### src/rtl/fifo_pkg.sv
// Shared constants for the parametrised FIFO.
// Default geometry and output-mode encodings.
package fifo_pkg;

    localparam int DEF_DATA_WIDTH = 8;
    localparam int DEF_ADDR_WIDTH = 5;

    localparam int FWFT       = 0;
    localparam int REGISTERED = 1;

endpackage

### src/rtl/fifo_ram.sv
// Simple dual-port storage for the FIFO.
// One synchronous write port, one asynchronous read port.
module fifo_ram
    import fifo_pkg::*;
#(
    parameter int DATA_WIDTH = DEF_DATA_WIDTH,
    parameter int ADDR_WIDTH = DEF_ADDR_WIDTH
) (
    input  logic                  clock,
    input  logic                  write_en,
    input  logic [ADDR_WIDTH-1:0] write_addr,
    input  logic [DATA_WIDTH-1:0] write_data,
    input  logic [ADDR_WIDTH-1:0] read_addr,
    output logic [DATA_WIDTH-1:0] read_data
);

    localparam int DEPTH = 2 ** ADDR_WIDTH;

    logic [DATA_WIDTH-1:0] mem [DEPTH];

    // Storage is never reset; only the write port changes it.
    always_ff @(posedge clock) begin
        if (write_en) begin
            mem[write_addr] <= write_data;
        end
    end

    assign read_data = mem[read_addr];

endmodule

### src/rtl/fifo_buffer_param.sv
// Parametrised single-clock FIFO with thresholds, sticky
// error flags, synchronous flush and optional output register.
module fifo_buffer_param
    import fifo_pkg::*;
#(
    parameter int DATA_WIDTH = DEF_DATA_WIDTH,
    parameter int ADDR_WIDTH = DEF_ADDR_WIDTH,
    parameter int OUTPUT_REG = FWFT
) (
    input  logic                  clock,
    input  logic                  reset_n,
    input  logic                  write_enable,
    input  logic                  read_enable,
    input  logic                  clear,
    input  logic [DATA_WIDTH-1:0] data_in,
    input  logic [ADDR_WIDTH:0]   full_tresh,
    input  logic [ADDR_WIDTH:0]   empty_tresh,
    output logic [DATA_WIDTH-1:0] data_out,
    output logic                  data_valid,
    output logic                  empty,
    output logic                  full,
    output logic                  almost_empty,
    output logic [ADDR_WIDTH:0]   level,
    output logic                  overflow,
    output logic                  underflow
);

    localparam logic [ADDR_WIDTH:0] DEPTH_V =
        (ADDR_WIDTH+1)'(2 ** ADDR_WIDTH);

    logic [ADDR_WIDTH-1:0] wr_ptr;
    logic [ADDR_WIDTH-1:0] rd_ptr;
    logic [ADDR_WIDTH:0]   eff_tresh;
    logic [DATA_WIDTH-1:0] ram_data;
    logic                  wr_ok;
    logic                  rd_ok;

    // Out-of-range or zero threshold falls back to full depth.
    always_comb begin
        eff_tresh = full_tresh;
        if (full_tresh == '0 || full_tresh > DEPTH_V) begin
            eff_tresh = DEPTH_V;
        end
    end

    assign empty        = (level == '0);
    assign full         = (level >= eff_tresh);
    assign almost_empty = (level <= empty_tresh);

    assign wr_ok = write_enable && !full && !clear;
    assign rd_ok = read_enable && !empty && !clear;

    // Pointers wrap naturally at DEPTH; flush rewinds both.
    always_ff @(posedge clock or negedge reset_n) begin
        if (!reset_n) begin
            wr_ptr <= '0;
            rd_ptr <= '0;
        end else if (clear) begin
            wr_ptr <= '0;
            rd_ptr <= '0;
        end else begin
            if (wr_ok) wr_ptr <= wr_ptr + 1'b1;
            if (rd_ok) rd_ptr <= rd_ptr + 1'b1;
        end
    end

    // Occupancy moves only when exactly one side is accepted.
    always_ff @(posedge clock or negedge reset_n) begin
        if (!reset_n) begin
            level <= '0;
        end else if (clear) begin
            level <= '0;
        end else begin
            case ({wr_ok, rd_ok})
                2'b10:   level <= level + 1'b1;
                2'b01:   level <= level - 1'b1;
                default: level <= level;
            endcase
        end
    end

    // Sticky error flags, cleared only by flush or reset.
    always_ff @(posedge clock or negedge reset_n) begin
        if (!reset_n) begin
            overflow  <= 1'b0;
            underflow <= 1'b0;
        end else if (clear) begin
            overflow  <= 1'b0;
            underflow <= 1'b0;
        end else begin
            if (write_enable && full) overflow  <= 1'b1;
            if (read_enable && empty) underflow <= 1'b1;
        end
    end

    fifo_ram #(
        .DATA_WIDTH(DATA_WIDTH),
        .ADDR_WIDTH(ADDR_WIDTH)
    ) u_ram (
        .clock     (clock),
        .write_en  (wr_ok),
        .write_addr(wr_ptr),
        .write_data(data_in),
        .read_addr (rd_ptr),
        .read_data (ram_data)
    );

    if (OUTPUT_REG == REGISTERED) begin : g_reg
        logic [DATA_WIDTH-1:0] dout_q;
        logic                  valid_q;

        // Capture the head on each accepted read; valid for one cycle.
        always_ff @(posedge clock or negedge reset_n) begin
            if (!reset_n) begin
                dout_q  <= '0;
                valid_q <= 1'b0;
            end else if (clear) begin
                valid_q <= 1'b0;
            end else if (rd_ok) begin
                dout_q  <= ram_data;
                valid_q <= 1'b1;
            end else begin
                valid_q <= 1'b0;
            end
        end

        assign data_out   = dout_q;
        assign data_valid = valid_q;
    end else begin : g_fwft
        assign data_out   = ram_data;
        assign data_valid = !empty;
    end

endmodule

### config.mk
export PLATFORM = sky130hd
export DESIGN_NAME = fifo_buffer_param
export DESIGN_NICKNAME = d
export VERILOG_FILES = /design/src/rtl/fifo_pkg.sv /design/src/rtl/fifo_ram.sv /design/src/rtl/fifo_buffer_param.sv
export SDC_FILE = /design/constraint.sdc
export NUM_CORES = 1
export LEC_CHECK = 0
export ABC_CLOCK_PERIOD_IN_PS = 6900
export CAP_MARGIN = 30
export CELL_PAD_IN_SITES_DETAIL_PLACEMENT = 0
export CELL_PAD_IN_SITES_GLOBAL_PLACEMENT = 2
export CORE_ASPECT_RATIO = 1.4
export CORE_MARGIN = 4
export CORE_UTILIZATION = 43
export DETAILED_ROUTE_END_ITERATION = 10
export PLACE_DENSITY_LB_ADDON = 0.2
export SLEW_MARGIN = 30
export SYNTH_ARGS = -nofsm -noshare
export SYNTH_HDL_FRONTEND = slang
export SYNTH_SLANG_ARGS = --single-unit
### constraint.sdc
create_clock -name clock -period 6.9 [get_ports clock]
set_input_delay 0.69 -clock clock [delete_from_list [all_inputs] [get_ports clock]]
set_output_delay 0.69 -clock clock [all_outputs]
set_load 0.02 [all_outputs]
# Word-level counts from Yosys, hierarchy flattened
# Memory sizes are Yosys's and may differ from the RTL's.
# Cells that the tools add are included.
[op_classes]
n_addsub = 4
n_div = 0
eq_ne = 2
mux = 13
n_lt_le_gt_ge = 3
shift = 0
reduce_logical = 17
n_bitwise = 0
multipliers = 0
[ops]
columns = ["op", "count"]
rows = [
  ["$mux 5", 4],
  ["$logic_not 6->1", 2],
  ["$mux 6", 2],
  ["$pmux 6 s2", 1],
  ["$add 5x1->5 const B", 2],
  ["$reduce_bool 2->1", 4],
  ["$add 6x1->6 const B", 1],
  ["$ge 6x6->1", 1],
  ["$gt 6x6->1 const B", 1],
  ["$le 6x6->1", 1],
  ["$logic_and 1x1->1", 6],
  ["$mux 1", 6],
  ["$sub 6x1->6 const B", 1],
  ["$logic_not 1->1", 3],
  ["$reduce_bool 3->1", 1],
  ["$eq 2x1->1 const B", 1],
  ["$eq 2x2->1 const B", 1],
  ["$logic_or 1x1->1", 1],
]
[word_totals]
ff_bits = 18
latch_bits = 0
mem_bits_rw = 256
output_inout_bits = 20
inputBits = 25
romBits = 0
memories = 1
[mem_list]
columns = ["name", "words", "word_bits", "rd", "rd_ports_with_merged_regs", "wr", "line", "rtl"]
rows = [
  ["u_ram.mem", 32, 8, 1, 0, 1, "fifo_ram.sv:19", "logic [DATA_WIDTH-1:0] mem [DEPTH];"],
]

# Longest topological paths before layout
[depth]
word_depth = 10
mapped_depth = 15
ltp_nobuf = 14

# Modules after synthesis
# From an unflattened synthesis, not the netlist that was laid out.
[hier_totals]
cells_unflattened = 560
area_unflattened_um2 = 11308.3
[by_module_without_submodules]
columns = ["module", "cells_each", "instances", "seq_area_each_um2", "area_each_um2"]
rows = [
  ["fifo_ram", 409, 1, 7687.4, 9893.2],
  ["fifo_buffer_param", 151, 1, 450.4, 1415.1],
]

# Least setup slack after synthesis
# Ideal clock, no wire load.
[synth_path]
path_type = "in2reg"
start = "in full_tresh[0]"
end = "reg level[4]"
setup_time_ns = 0.128
path_slack_ns = 3.489
path_buffers = 1
t_arrival_ns = 3.283
required_time_ns = 6.772
path_stages = 14
path_cell_list = "nor3_1 -> a21oi_1 -> ha_1 -> nand4_1 -> o21ai_4 -> buf_6 -> nand2_1 -> nor2_1 -> ha_1 -> a21o_1 -> a21oi_1 -> xor2_1 -> nor2_1 -> mux2_1"
[synth_between]
elab_chain_cells = 10
elab_cells_between_ends = 13
[synth_rtl]
columns = ["item", "line", "rtl"]
rows = [
  ["from (decl)", "fifo_buffer_param.sv:16", "input logic [ADDR_WIDTH:0] full_tresh,"],
  ["$gt 6x6->1 / $logic_not 6->1 (equally long branches)", "fifo_buffer_param.sv:41", "if (full_tresh == '0 || full_tresh > DEPTH_V) begin"],
  ["$logic_or 1x1->1", "fifo_buffer_param.sv:41", ""],
  ["$mux 6 (*)", "fifo_buffer_param.sv:41", ""],
  ["$ge 6x6->1 (*)", "fifo_buffer_param.sv:47", "assign full = (level >= eff_tresh);"],
  ["$logic_not 1->1 (*)", "fifo_buffer_param.sv:50", "assign wr_ok = write_enable && !full && !clear;"],
  ["$logic_and 1x1->1 (*) (2 in a row)", "fifo_buffer_param.sv:50", ""],
  ["$eq 2x1->1 / $eq 2x2->1 (equally long branches)", "fifo_buffer_param.sv:74", "case ({wr_ok, rd_ok})"],
  ["$pmux 6 s2", "fifo_buffer_param.sv:74", ""],
  ["$mux 6", "fifo_buffer_param.sv:71", "end else if (clear) begin"],
  ["to (signal assigned)", "fifo_buffer_param.sv:75", "2'b10: level <= level + 1'b1;"],
  ["to (signal assigned)", "fifo_buffer_param.sv:76", "2'b01: level <= level - 1'b1;"],
  ["to (signal assigned)", "fifo_buffer_param.sv:77", "default: level <= level;"],
  ["to (decl)", "fifo_buffer_param.sv:23", "output logic [ADDR_WIDTH:0] level,"],
]
# Mark *: on every way between the ends. The rest lies on a longest branch, timed or not.
# A chain may end at the register's enable or synchronous reset.

# Worst setup path after layout
[layout_path]
start = "reg rd_ptr[1]"
end = "out data_out[0]"
[layout_between]
elab_chain_cells = 1
[layout_rtl]
columns = ["item", "line", "rtl"]
rows = [
  ["from (decl)", "fifo_buffer_param.sv:32", "logic [ADDR_WIDTH-1:0] rd_ptr;"],
  ["from (signal assigned)", "fifo_buffer_param.sv:63", "if (rd_ok) rd_ptr <= rd_ptr + 1'b1;"],
  ["$mem_v2 32x8", "--", ""],
  ["to (decl)", "fifo_buffer_param.sv:18", "output logic [DATA_WIDTH-1:0] data_out,"],
]
# No other way between the ends.

==> flow_metrics.env <==
export IMPL_drt_wl_total_um=25200
export IMPL_hold_class="primary input to asynchronous set/reset pin"
export IMPL_r2r_start="level[0]"
export IMPL_wire_per_inst_um=22.9
export IMPL_power_internal_mw=3.17
export IMPL_final_common_cell="edfxtp_1"
export IMPL_fp_dieH_um=202
export IMPL_drc_errors=0
export IMPL_synth_area_um2=11600
export IMPL_synth_edf_count=256
export IMPL_ys_warnings_count=0
export IMPL_htree_levels=1
export IMPL_fin_setup_tns_ps=0
export IMPL_path_cells="buf_4 > mux2i_1 > a22o_1 > nor3_1 > a31oi_1 > o221ai_1 > clkdlybuf4s50_1"
export IMPL_hold_viol=0
export IMPL_switching_share_pct=29.4
export IMPL_avgSynthCellArea_um2=17.1
export IMPL_via_per_inst=5.44
export IMPL_clkTransAtPathRegs_ps=60
export IMPL_synth_seq_cells=274
export IMPL_first_pass_iters=7
export IMPL_synthCells=676
export IMPL_final_min_clock_period_ps=4570
export IMPL_worstPathArrival_ps=3880
export IMPL_cp_slowest_cell="dfrtp_4"
export IMPL_most_common_layout_cells="edfxtp_1, mux2i_1, nor2_1, clkdlybuf4s50_1, mux4_2"
export IMPL_post_dp_hpwl_um=16300
export IMPL_design_core_area_um2=26400
export IMPL_rsz0062_at_grt="no"
export IMPL_leakage_nw=4.19
export IMPL_grt_pass1_vias=6414
export IMPL_diodes=0
export IMPL_slew_headroom_pct=42.5
export IMPL_clock_sinks=274
export IMPL_initial_utilization_pct=44.0
export IMPL_drt_iter0_drc=463
export IMPL_synth_area_top_cells="edfxtp_1, mux2i_1, mux4_2"
export IMPL_seq_area_frac_synth_pct=70.2
export IMPL_rows=70
export IMPL_power_density_nw_per_um2=340
export IMPL_async_flop_share_pct=6.57
export IMPL_synth_fp_nets=723
export IMPL_worst_path_largest_cell_delay_ps=950
export IMPL_dieArea_um2=29700
export IMPL_setup_viol_count_final=0
export IMPL_clk_latency_ps=530
export IMPL_synth_distinct_cells=54
export IMPL_cp_num_buf_inv=2
export IMPL_ant_nets=0
export IMPL_boundaryPins=45
export IMPL_yosysTopAreaCell="edfxtp_1"
export IMPL_netlist_area_leader_share_pct=66.3
export IMPL_drive_above_1_share_pct=13.1
export IMPL_tightest_slew_ps=859
export IMPL_fin_hold_ws_ps=114
export IMPL_nets=771
export IMPL_total_power_mw=4.48
export IMPL_fin_skew_ps=16.1
export IMPL_report_final_slew_viol_count=0
export IMPL_startpoint="rd_ptr[1]"
export IMPL_clockPowerShare_pct=30.6
export IMPL_drv_cap=0
export IMPL_cts_buffers=26
export IMPL_cts_root_buf="clkbuf_16"
export IMPL_portBuffers=44
export IMPL_grt_max_degree=47
export IMPL_syn_to_final_growth_pct=13.7
export IMPL_p_sw_mw=1.32
export IMPL_clockBufferDepth=3
export IMPL_cts_tree="done"
export IMPL_status="completed"
export IMPL_cp_start_kind="flip-flop"
export IMPL_postCtsSetupBuffers=0
export IMPL_seq_power_share_pct=43.5
export IMPL_grt_total_usage_pct=17.0
export IMPL_num_vias=6004
export IMPL_finalWeightedCongestion=0.830
export IMPL_crit_family="buffers and inverters"
export IMPL_final_util_pct=50.0
export IMPL_ir_drop_v=0.000222
export IMPL_grt_overflow=0
export IMPL_chipWidth_um=147
export IMPL_grt_pass1_wl_um=38600
export IMPL_max_freq_mhz=219
export IMPL_cts_hold_buf=0
export IMPL_critical_path_required_ps=6210
export IMPL_dpl_instance_area_um2=12400
export IMPL_antenna_found_initial=0
export IMPL_fin_crit_sh_pct=66.2
export IMPL_crit_path_end_kind="output pin"
export IMPL_cp_max_fo=46
export IMPL_synth_ff_type="edfxtp_1"
export IMPL_final_area_um2=13200
export IMPL_power_frac_comb_pct=25.9
export IMPL_critical_path_class="flip-flop to output pin"
export IMPL_post_cts_resized=0
-- synthesized netlist by cell type (all sizes together) (9+ instances only) --
cell	number
nor3	11
nor2	59
ha	21
a22o	16
a21oi	16
inv	11
a31oi	10
mux4	32
edfxtp	256
nand2	14
nand2b	11
buf	32
dfrtp	18
o221ai	9
mux2i	83
-- final cells by class --
cell class                      count  area [um^2]
Fill cell                        2209        13200
Sequential cell                   274         8140
Multi-Input combinational cell    352         3180
Clock buffer                       35          694
Timing Repair Buffer               59          543
Tap cell                          360          450
Clock inverter                     12          123
Inverter                           11         41.3
-- cells by family after synthesis --
| kind of cell | synth area share (%) |
|---|---|
| compound gates | 5.01 |
| xor+xnor | 0.842 |
| fa+ha+maj | 2.44 |
| buf+inv | 2.35 |
| flops | 70.2 |
| mux | 13.8 |
| simple gates | 5.36 |
-- per-stage QoR --
step,setup slack [ps],cells
4_1_cts,2320,1103
2_1_floorplan,3490,676
5_1_grt,2190,1103
6_report,2330,1103
3_3_place_gp,2810,1056
3_5_place_dp,2730,1056
-- power groups by stage --
stage	clock [mW]	sequential, mW	combinational [mW]
2_1_floorplan	0	1.96	0.804
4_1_cts	1.41	1.95	1.18
6_report	1.37	1.95	1.16
3_3_place_gp	0	1.99	1.16
5_1_grt	1.47	1.96	1.26
3_5_place_dp	0	1.99	1.18
-- metal layers --
layer,GRT usage (%),vias to the layer above,wire [um]
met3,2.20,42,1080
met1,21.6,3065,10200
met4,5.41,0,797
li1,-,2752,-
met5,0,-,0
met2,30.1,145,13200
-- sequential cells by signal, indices dropped and copies added, names as in the netlist --
register   flops
u_ram.mem    256
level          6
rd_ptr         5
wr_ptr         5
overflow       1
underflow      1
-- worst paths after layout --
check / slack [ps] / to / cells after the start
worst max-delay path: 2330 / data_out[0] / 7
worst min register to register: 510 / underflow / 2
worst max register to register: 3590 / u_ram.mem[25][1] / 7
max in group asynchronous: 6430 / rd_ptr[1] / 1
min in group clock: 510 / underflow / 2
worst min-delay path: 110 / overflow / 1
Power figures use the tool's default switching activity.
